File: src/rtl/video_pkg.sv
// Shared video-path types: packed RGB entry, palette loader state encoding
// and the palette size.
package video_pkg;

    localparam int PAL_ENTRIES = 64;

    typedef struct packed {
        logic [7:0] r;
        logic [7:0] g;
        logic [7:0] b;
    } rgb24_t;

    typedef enum logic [1:0] {
        PL_IDLE,
        PL_LOAD,
        PL_DRAIN,
        PL_DONE
    } pl_state_e;

    // The first two bytes of an entry sit in the packer as {R,G}; the third byte is blue.
    function automatic rgb24_t pack_rgb(input logic [15:0] rg, input logic [7:0] blue);
        rgb24_t v;
        v.r = rg[15:8];
        v.g = rg[7:0];
        v.b = blue;
        return v;
    endfunction

endpackage

File: src/rtl/pl_sync_fifo.sv
// Small synchronous staging FIFO with flush, occupancy count and a
// combinational head read.
module pl_sync_fifo #(
    parameter int DEPTH = 4,
    parameter int WIDTH = 24,
    localparam int AW = $clog2(DEPTH),
    localparam int CW = $clog2(DEPTH) + 1
) (
    input  logic             clk,
    input  logic             reset_n,
    input  logic             i_flush,
    input  logic             i_push,
    input  logic [WIDTH-1:0] i_push_data,
    input  logic             i_pop,
    output logic [WIDTH-1:0] o_pop_data,
    output logic             o_full,
    output logic             o_empty,
    output logic [CW-1:0]    o_count
);

    logic [WIDTH-1:0] r_mem [DEPTH];
    logic [AW-1:0]    r_wr_ptr;
    logic [AW-1:0]    r_rd_ptr;
    logic [CW-1:0]    r_count;
    logic             w_pop_ok;
    logic             w_push_ok;

    assign o_full     = (r_count == CW'(DEPTH));
    assign o_empty    = (r_count == '0);
    assign o_count    = r_count;
    assign o_pop_data = r_mem[r_rd_ptr];

    // A pop in the same cycle frees the slot, so a push into a full FIFO still lands.
    assign w_pop_ok  = i_pop && !o_empty;
    assign w_push_ok = i_push && (!o_full || w_pop_ok);

    always_ff @(posedge clk) begin
        if (w_push_ok && !i_flush) begin
            r_mem[r_wr_ptr] <= i_push_data;
        end
    end

    always_ff @(posedge clk or negedge reset_n) begin
        if (!reset_n) begin
            r_wr_ptr <= '0;
            r_rd_ptr <= '0;
            r_count  <= '0;
        end else if (i_flush) begin
            r_wr_ptr <= '0;
            r_rd_ptr <= '0;
            r_count  <= '0;
        end else begin
            if (w_push_ok) begin
                r_wr_ptr <= r_wr_ptr + 1'b1;
            end
            if (w_pop_ok) begin
                r_rd_ptr <= r_rd_ptr + 1'b1;
            end
            case ({w_push_ok, w_pop_ok})
                2'b10:   r_count <= r_count + 1'b1;
                2'b01:   r_count <= r_count - 1'b1;
                default: r_count <= r_count;
            endcase
        end
    end

endmodule

File: src/rtl/palette_loader.sv
// Packs ioctl palette bytes into RGB entries and commits them to the palette
// RAM during vblank. Define PALETTE_LOADER_CHECKSUM_EN to add a byte checksum output.
module palette_loader
    import video_pkg::*;
#(
    parameter int         FIFO_DEPTH  = 4,
    parameter int         NUM_ENTRIES = PAL_ENTRIES,
    parameter bit         VBLANK_ONLY = 1'b1,
    parameter logic [7:0] PAL_INDEX   = 8'h03
) (
    input  logic        clk,
    input  logic        reset_n,
    input  logic        ioctl_download,
    input  logic [7:0]  ioctl_index,
    input  logic        ioctl_wr,
    input  logic [7:0]  ioctl_dout,
    output logic        ioctl_wait,
    input  logic        vblank,
    output logic        load_color,
    output logic [23:0] load_color_data,
    output logic [5:0]  load_color_index,
    output logic        busy,
    output logic        done,
    output logic        error
`ifdef PALETTE_LOADER_CHECKSUM_EN
    ,
    output logic [7:0]  checksum
`endif
);

    localparam int CW    = $clog2(FIFO_DEPTH) + 1;
    localparam int EW    = $clog2(NUM_ENTRIES + 1);
    localparam int IDX_W = 6;

    pl_state_e          r_state;
    logic               r_sel_prev;
    logic [1:0]         r_phase;
    logic [15:0]        r_packer;
    logic [EW-1:0]      r_entry_cnt;
    logic               r_push_pend;
    rgb24_t             r_push_data;
    logic [IDX_W-1:0]   r_wr_idx;
    logic               r_load_color;
    logic [23:0]        r_color_data;
    logic [IDX_W-1:0]   r_color_index;
    logic               r_done;
    logic               r_error;
`ifdef PALETTE_LOADER_CHECKSUM_EN
    logic [7:0]         r_checksum;
`endif

    logic               w_sel;
    logic               w_sel_rise;
    logic               w_active;
    logic               w_flush;
    logic               w_pop;
    logic               w_full;
    logic               w_empty;
    logic [CW-1:0]      w_count;
    logic [23:0]        w_pop_data;
    logic               w_wr_load;
    logic               w_drop;

    assign w_sel      = ioctl_download && (ioctl_index == PAL_INDEX);
    assign w_sel_rise = w_sel && !r_sel_prev;
    assign w_active   = (r_state == PL_LOAD) || (r_state == PL_DRAIN);
    assign w_flush    = (r_state == PL_IDLE) && w_sel_rise;
    assign w_pop      = w_active && !w_empty && (vblank || !VBLANK_ONLY);
    assign w_wr_load  = (r_state == PL_LOAD) && w_sel && ioctl_wr;
    assign w_drop     = w_wr_load && ((r_entry_cnt == EW'(NUM_ENTRIES)) || w_full);

    pl_sync_fifo #(
        .DEPTH (FIFO_DEPTH),
        .WIDTH (24)
    ) u_fifo (
        .clk         (clk),
        .reset_n     (reset_n),
        .i_flush     (w_flush),
        .i_push      (r_push_pend),
        .i_push_data (r_push_data),
        .i_pop       (w_pop),
        .o_pop_data  (w_pop_data),
        .o_full      (w_full),
        .o_empty     (w_empty),
        .o_count     (w_count)
    );

    // One slot of slack covers a phase-2 byte already in flight when wait rises.
    assign ioctl_wait       = (w_count >= CW'(FIFO_DEPTH - 1));
    assign load_color       = r_load_color;
    assign load_color_data  = r_color_data;
    assign load_color_index = r_color_index;
    assign busy             = (r_state != PL_IDLE);
    assign done             = r_done;
    assign error            = r_error;
`ifdef PALETTE_LOADER_CHECKSUM_EN
    assign checksum         = r_checksum;
`endif

    always_ff @(posedge clk or negedge reset_n) begin
        if (!reset_n) begin
            r_state       <= PL_IDLE;
            r_sel_prev    <= 1'b0;
            r_phase       <= '0;
            r_packer      <= '0;
            r_entry_cnt   <= '0;
            r_push_pend   <= 1'b0;
            r_push_data   <= '0;
            r_wr_idx      <= '0;
            r_load_color  <= 1'b0;
            r_color_data  <= '0;
            r_color_index <= '0;
            r_done        <= 1'b0;
            r_error       <= 1'b0;
`ifdef PALETTE_LOADER_CHECKSUM_EN
            r_checksum    <= '0;
`endif
        end else begin
            r_sel_prev   <= w_sel;
            r_load_color <= 1'b0;
            r_done       <= 1'b0;
            r_push_pend  <= 1'b0;

            if (w_pop) begin
                r_load_color  <= 1'b1;
                r_color_data  <= w_pop_data;
                r_color_index <= r_wr_idx;
                if (r_wr_idx != IDX_W'(NUM_ENTRIES - 1)) begin
                    r_wr_idx <= r_wr_idx + 1'b1;
                end
            end

            // A pending push that finds no room is lost; only a non-compliant HPS gets here.
            if (r_push_pend && w_full && !w_pop) begin
                r_error <= 1'b1;
            end

            case (r_state)
                PL_IDLE: begin
                    if (w_sel_rise) begin
                        r_state     <= PL_LOAD;
                        r_error     <= 1'b0;
                        r_phase     <= '0;
                        r_entry_cnt <= '0;
                        r_wr_idx    <= '0;
`ifdef PALETTE_LOADER_CHECKSUM_EN
                        r_checksum  <= '0;
`endif
                    end
                end
                PL_LOAD: begin
                    if (!w_sel) begin
                        r_state <= PL_DRAIN;
                        r_phase <= '0;
                        if (r_phase != 2'd0) begin
                            r_error <= 1'b1;
                        end
                    end else if (w_drop) begin
                        r_error <= 1'b1;
                    end else if (w_wr_load) begin
`ifdef PALETTE_LOADER_CHECKSUM_EN
                        r_checksum <= r_checksum + ioctl_dout;
`endif
                        if (r_phase == 2'd2) begin
                            r_push_pend <= 1'b1;
                            r_push_data <= pack_rgb(r_packer, ioctl_dout);
                            r_phase     <= '0;
                            r_entry_cnt <= r_entry_cnt + 1'b1;
                        end else begin
                            r_packer <= {r_packer[7:0], ioctl_dout};
                            r_phase  <= r_phase + 1'b1;
                        end
                    end
                end
                PL_DRAIN: begin
                    if (w_empty && !r_load_color && !r_push_pend) begin
                        r_state <= PL_DONE;
                        r_done  <= 1'b1;
                    end
                end
                PL_DONE: begin
                    r_state <= PL_IDLE;
                end
                default: begin
                    r_state <= PL_IDLE;
                end
            endcase
        end
    end

endmodule

File: config.mk
export PLATFORM = sky130hd
export DESIGN_NAME = palette_loader
export DESIGN_NICKNAME = d
export VERILOG_FILES = /design/src/rtl/video_pkg.sv /design/src/rtl/pl_sync_fifo.sv /design/src/rtl/palette_loader.sv
export SDC_FILE = /design/constraint.sdc
export NUM_CORES = 1
export LEC_CHECK = 0
export BUFFER_PORTS_ARGS = -buffer_cell sky130_fd_sc_hd__buf_2
export CAP_MARGIN = 20
export CORE_UTILIZATION = 54
export CTS_CLUSTER_SIZE = 28
export DETAILED_ROUTE_END_ITERATION = 12
export HOLD_SLACK_MARGIN = 0.02
export PLACE_DENSITY = 0.75
export SYNTH_ARGS = -nofsm -noshare
export SYNTH_HDL_FRONTEND = slang
export SYNTH_SLANG_ARGS = --single-unit
File: constraint.sdc
create_clock -name clk -period 2.36 [get_ports clk]
set_input_delay 0.118 -clock clk [delete_from_list [all_inputs] [get_ports clk]]
set_output_delay 0.118 -clock clk [all_outputs]
set_load 0.1 [all_outputs]
* Word level (Yosys, flattened, before mapping)
Memories as Yosys holds them, arrays and structs flattened. A register that Yosys moved wholly into a read port is not among the register bits. Cells that the tools add are included.
Storage, ports and cells: flip-flop bits (word level) 75, bits in writable memories 96, input port bits 21, output and inout bits 35, word-level logic and storage cells 128, memories kept 1
Memories:
- u_fifo.r_mem | depth 4, width 24, read ports 1, clocked after Yosys merged registers in 1, write ports 1, line pl_sync_fifo.sv:21 | logic [WIDTH-1:0] r_mem [DEPTH];
Cells by class: $add $sub $neg 7, order comparisons 1, eq/ne operators 19, muxes and demuxes 42, bitwise gates (word level) 2, reduce and logical (&&, ||, !) cells 39
Operators by type and width (count):
- $mux 7 | 5
- $mux 2 | 12
- $mux 6 | 4
- $logic_and 1x1->1 | 15
- $mux 1 | 15
- $pmux 7 s2 | 1
- $ne 2x2->1 const B | 5
- $reduce_and 5->1 | 2
- $reduce_bool 2->1 | 5
- $eq 2x2->1 const B | 4
- $eq 8x2->1 const B | 1
- $logic_not 1->1 | 8
- $pmux 2 s4 | 1
- $add 7x1->7 const B | 1
- $eq 7x7->1 const B | 1
- $add 2x1->2 const B | 3
- $add 6x1->6 const B | 1
- $ne 3x3->1 const B | 2
- $ne 6x6->1 const B | 1
- $pmux 3 s2 | 1
- $reduce_and 6->1 | 1
- $eq 2x1->1 const B | 2
- $ne 2x1->1 const B | 2
- $pmux 2 s2 | 1
- other kinds (13) | 16

* Longest topological paths before layout
depth in word-level cells 10, gate-level depth with buffers 10

* Hierarchy
Synthesis repeated with hierarchy kept, for this count alone.
Unflattened totals: cells, all modules 563, area, all modules 8144.1 µm²
By module, submodules not included:
- palette_loader | instances 1, cells an instance 370, area each 4088.9 µm², seq. area each 2302.2 µm²
- pl_sync_fifo | instances 1, cells an instance 193, area each 4055.1 µm², seq. area each 3057.9 µm²

* Least setup slack after synthesis
OpenSTA, ideal clock, no wires.
kind reg2reg, from register u_fifo.r_count[0], in the netlist u_fifo.o_count[0], to register u_fifo.r_count[2], in the netlist u_fifo.o_count[2], arrival time 2.475 ns, data required time 2.283 ns, setup slack -0.193 ns, stages on the path, launching flop included 9, period minus slack after synthesis 2.553 ns, cell sequence dfrtp_1 > o311ai_2 > clkbuf_1 > inv_1 > ha_1 > fa_1 > xnor2_1 > or3_1 > a21oi_1
On the way: longest elaborated chain between the ends 10, elaborated cells on any way between the ends 16, classes of those cells add/sub: 2; eq/ne: 3; mux: 2; reduce/logical: 9
Ends and longest elaborated chain:
- start, declared | line pl_sync_fifo.sv:24 | logic [CW-1:0] r_count;
- start signal, assigned | line pl_sync_fifo.sv:60 | 2'b10: r_count <= r_count + 1'b1;
- start signal, assigned | line pl_sync_fifo.sv:61 | 2'b01: r_count <= r_count - 1'b1;
- start signal, assigned | line pl_sync_fifo.sv:62 | default: r_count <= r_count;
- $logic_not 3->1 | line pl_sync_fifo.sv:29 | assign o_empty = (r_count == '0);
- $logic_not 1->1 | line pl_sync_fifo.sv:34, palette_loader.sv:68
- $logic_and 1x1->1 (2 in series) | line palette_loader.sv:68 | assign w_pop = w_active && !w_empty && (vblank || !VBLANK_ONLY);
- $logic_and 1x1->1 | line pl_sync_fifo.sv:34 | assign w_pop_ok = i_pop && !o_empty;
- $logic_or 1x1->1 | line pl_sync_fifo.sv:35 | assign w_push_ok = i_push && (!o_full || w_pop_ok);
- $logic_and 1x1->1 | line pl_sync_fifo.sv:35
- $eq 2x1->1 / $eq 2x2->1 (equally long branches) | line pl_sync_fifo.sv:59 | case ({w_push_ok, w_pop_ok})
- $pmux 3 s2 | line pl_sync_fifo.sv:59
- $mux 3 | line pl_sync_fifo.sv:48 | end else if (i_flush) begin
Several ways; a longest one is shown, not always the timed one. A chain may end at the register's enable or synchronous reset.

* Final worst setup path
from register r_state[0], to register u_fifo.r_count[2], in the netlist u_fifo.o_count[2]
On the way: longest elaborated chain between the ends 10, elaborated cells on any way between the ends 15, classes of those cells eq/ne: 4; mux: 2; reduce/logical: 9
Ends and longest elaborated chain:
- start, declared | line palette_loader.sv:35 | pl_state_e r_state;
- start signal, assigned | line palette_loader.sv:102 | r_state <= PL_IDLE;
- start signal, assigned | line palette_loader.sv:141 | r_state <= PL_LOAD;
- start signal, assigned | line palette_loader.sv:153 | r_state <= PL_DRAIN;
- $eq 2x1->1 / $eq 2x2->1 (equally long branches) | line palette_loader.sv:66 | assign w_active = (r_state == PL_LOAD) || (r_state == PL_DRAIN);
- $logic_or 1x1->1 | line palette_loader.sv:66
- $logic_and 1x1->1 (2 in series) | line palette_loader.sv:68
- $logic_and 1x1->1 | line pl_sync_fifo.sv:34
- $logic_or 1x1->1 | line pl_sync_fifo.sv:35
- $logic_and 1x1->1 | line pl_sync_fifo.sv:35
- $eq 2x1->1 / $eq 2x2->1 (equally long branches) | line pl_sync_fifo.sv:59
- $pmux 3 s2 | line pl_sync_fifo.sv:59
- $mux 3 | line pl_sync_fifo.sv:48
Several ways; a longest one is shown, not always the timed one.

==> flow_metrics.py <==
metrics = {
    "die": {
        "die_w_um": 122,
        "core_mm2": 0.0140,
        "rows": 43,
        "start_util": 0.557,
        "die-area_mm2": 0.0149,
        "io_pins": 56,
        "fp.dieH_um": 122,
    },
    "power": {
        "ir_drop_mv": 0.480,
        "cellLeakagePower_nw": 4.02,
        "switching_share": 0.242,
        "combPwrFrac": 0.085,
        "intPower_mw": 5.30,
        "p_clk_frac": 0.402,
        "switching_power_mw": 1.69,
        "powerDensity_mw_per_mm2": 763,
        "seqPwrFrac": 0.514,
    },
    "place": {
        "gp_congestion": 0.808,
        "dp_cells": 751,
        "io_buffers": 55,
        "hpwl_mm": 8.74,
        "preCtsSetupSlack_ps": 55.1,
    },
    "worst_hold_path": {
        "min_to": "r_sel_prev",
        "min_path_type": "input port to register",
        "min_from": "ioctl_index[0]",
        "hold_depth": 3,
    },
    "routing": {
        "detail_route.first_pass.iterations": 5,
        "via_count": 4384,
        "avgRoutedWirePerCell_um": 17.5,
        "viasPerCell": 5.51,
        "wl_mm": 13.9,
        "ant_nets": 0,
        "drc": 0,
        "drt_iter0_markers": 263,
    },
    "worst_setup_path": {
        "worstPathCellList": "inv_1 -> ha_4 -> nand2_1 -> nand2_1 -> nand2_1 -> ha_2 -> fa_1 -> xnor2_1 -> or3_1 -> a21oi_2",
        "crit_type": "register to register",
        "cp_slowest_stage_delay_ps": 390,
        "cp_data_required_time_ps": 2720,
        "end_kind": "register",
        "cp_max_fo": 3,
        "cp.arrival_ps": 2650,
        "cp-start-kind": "register",
        "r2r_start": "r_state[0]",
        "reg2reg_to": "u_fifo.o_count[2]",
        "ff2ff_path_depth": 10,
        "crit_family": "adder cells",
        "cp_common_cell": "nand2_1",
        "cp_slowest_cell": "fa_1",
        "crit_buf_inv": 1,
        "cp-startpoint": "r_state[0]",
        "reg2reg_setup_slack_ps": 70,
    },
    "job": {
        "cap_violations": 0,
    },
    "sta": {
        "slew_headroom": 0.563,
        "setup_viol_count_final": 0,
        "fin_setup_tns_ps": 0,
        "skew_ps": 10.8,
        "min_period_ps": 2290,
        "hold_viol": 0,
        "max_slew.worst_pin.slew_ps": 656,
        "fmax_mhz": 437,
        "finalCritPeriodShare": 0.970,
        "layout_setup_ws_ps": 69.8,
        "slew_viol_final": 0,
        "rsz0062_at_grt": "yes",
    },
    "clock_tree": {
        "cts_sinks": 195,
        "clockBufferDepth": 2,
        "insertion_delay_ps": 430,
        "clk_pin_slew_worst_paths_ps": 70,
        "cts-root-buf": "clkbuf_16",
        "htree_levels": 4,
        "cts_tree": "built",
        "cts_inserted_buffers": 17,
    },
    "final_layout": {
        "final_cells": 795,
        "mostFrequentLayoutCells": "nand2_1 (101), dfrtp_1 (99), edfxtp_1 (96), buf_2 (54), mux2_2 (40)",
        "finalNetCount": 635,
        "multi_input_area_mm2": 0.00231,
        "area_growth_pct": 17.6,
        "final_common_cell": "nand2_1",
        "regArea_mm2": 0.00536,
        "fillers": 964,
        "num_antenna_cells": 0,
        "final_core_util": 0.654,
        "layout-drive-gt1-share": 0.294,
    },
    "global_route": {
        "antenna_found_initial": 0,
        "grt_pass1_vias": 4439,
        "grt_pass1_wl_mm": 22.6,
        "grt_overflow_total": 0,
        "grt_usage": 0.204,
        "grt_max_degree": 51,
    },
    "yosys": {
        "syn_inst": 515,
        "yosysUniqueCellTypes": 50,
        "seq_area_frac_synth": 0.688,
        "synth_nets": 548,
        "yosysWarnings": 0,
        "synth_edf_count": 96,
        "synth_ff_type": "dfrtp_1",
        "syn_area_per_cell_um2": 15.1,
        "synth_area_mm2": 0.00779,
        "ys_ff_latch": 195,
        "synthArstFlopShare": 0.508,
    },
    "run_status": {
        "outcome": "completed",
    },
}
## worst max-delay path by stage
stage	to	slack, ps	cells past startpoint
global route	u_fifo.o_count[2]	-60	10
CTS	u_fifo.o_count[2]	40	10
detailed placement	u_fifo.r_rd_ptr[1]	60	9
finish	u_fifo.o_count[2]	70	10
global placement	u_fifo.r_rd_ptr[1]	140	9
floorplan	u_fifo.o_count[2]	10	8
## cells in the mapped netlist, types with 2 or more instances
library cell / number / area [µm²]
nor2b_1: 5 / 31.3
o21ai_0: 2 / 10.0
mux2i_1: 3 / 30.0
clkbuf_1: 11 / 41.3
inv_1: 12 / 45.0
xnor2_1: 3 / 26.3
mux4_2: 24 / 541
a211oi_1: 2 / 15.0
a21oi_1: 6 / 30.0
nor3_1: 2 / 10.0
mux2_2: 40 / 450
nor2_1: 26 / 97.6
a31oi_1: 4 / 25.0
buf_2: 2 / 10.0
edfxtp_1: 96 / 2880
xor2_1: 4 / 35.0
buf_6: 3 / 33.8
nand3_1: 9 / 45.0
or3_1: 3 / 18.8
ha_1: 11 / 138
a21o_1: 2 / 15.0
nand2_1: 101 / 379
a22o_1: 4 / 35.0
a221o_1: 4 / 40.0
nand4_1: 2 / 12.5
dfrtp_1: 99 / 2480
and3_1: 7 / 43.8
and2_1: 6 / 37.5
## state kept, by name, summed over array words and instances, names as in the netlist
name              count
r_packer             16
r_push_pend           1
r_entry_cnt           7
u_fifo.r_mem         96
error                 1
done                  1
load_color_index      6
u_fifo.o_count        3
u_fifo.r_wr_ptr       2
load_color_data      24
u_fifo.r_rd_ptr       2
r_sel_prev            1
r_state               2
r_push_data          24
load_color            1
r_phase               2
r_wr_idx              6
## worst register-to-register path, cell delays in order (launching register included)
cell	delay (ps)
dfrtp_1	380
inv_1	90
ha_4	300
nand2_1	70
nand2_1	90
nand2_1	80
ha_2	200
fa_1	390
xnor2_1	160
or3_1	330
a21oi_2	140
## layer usage
layer  wire length (µm)  vias up  track usage
li1                   -     2052            -
met1               5860     2210        0.264
met2               7260      106        0.343
met3                540       16       0.0393
met4                224        0       0.0793
met5                  0        -            0
## power groups by stage
stage	logic [mW]	registers [mW]	clock network, mW
final	0.592	3.59	2.81
after global routing	0.632	3.59	2.99
after CTS	0.568	3.59	2.86
after detailed placement	0.554	3.66	0
after global placement	0.530	3.66	0
after floorplan	0.325	3.72	0
## per-stage QoR
step,total power [mW],instance area (µm²),hold WS (ps)
finish,6.99,9160,83.5
global route,7.21,9160,90.8
CTS,7.02,9130,62.9
detailed placement,4.22,8450,192
global placement,4.19,8450,186
floorplan,4.05,7820,-178
## cell families after synthesis
| logic type | synth area share |
|---|---|
| simple gates | 0.0991 |
| mux | 0.133 |
| xor+xnor | 0.00787 |
| buf+inv | 0.0183 |
| flops | 0.688 |
| fa+ha+maj | 0.0202 |
| compound gates | 0.0334 |
## layout make-up
class,instances,area share
clock buffer,19,0.0484
timing repair buffer,86,0.0685
multi-input combinational,289,0.253
sequential,195,0.585
clock inverter,13,0.0152
tap,180,0.0246
inverter,13,0.00533
## timing repair
item | 4_1_cts | 5_1_grt
hold endpoints to repair | 64 | 0
hold buffers | 10 | 0
resized for setup | 0 | 3
endpoints found under the setup margin | 0 | 23
setup buffers | 0 | 2
(Power assumes the default switching activity.)
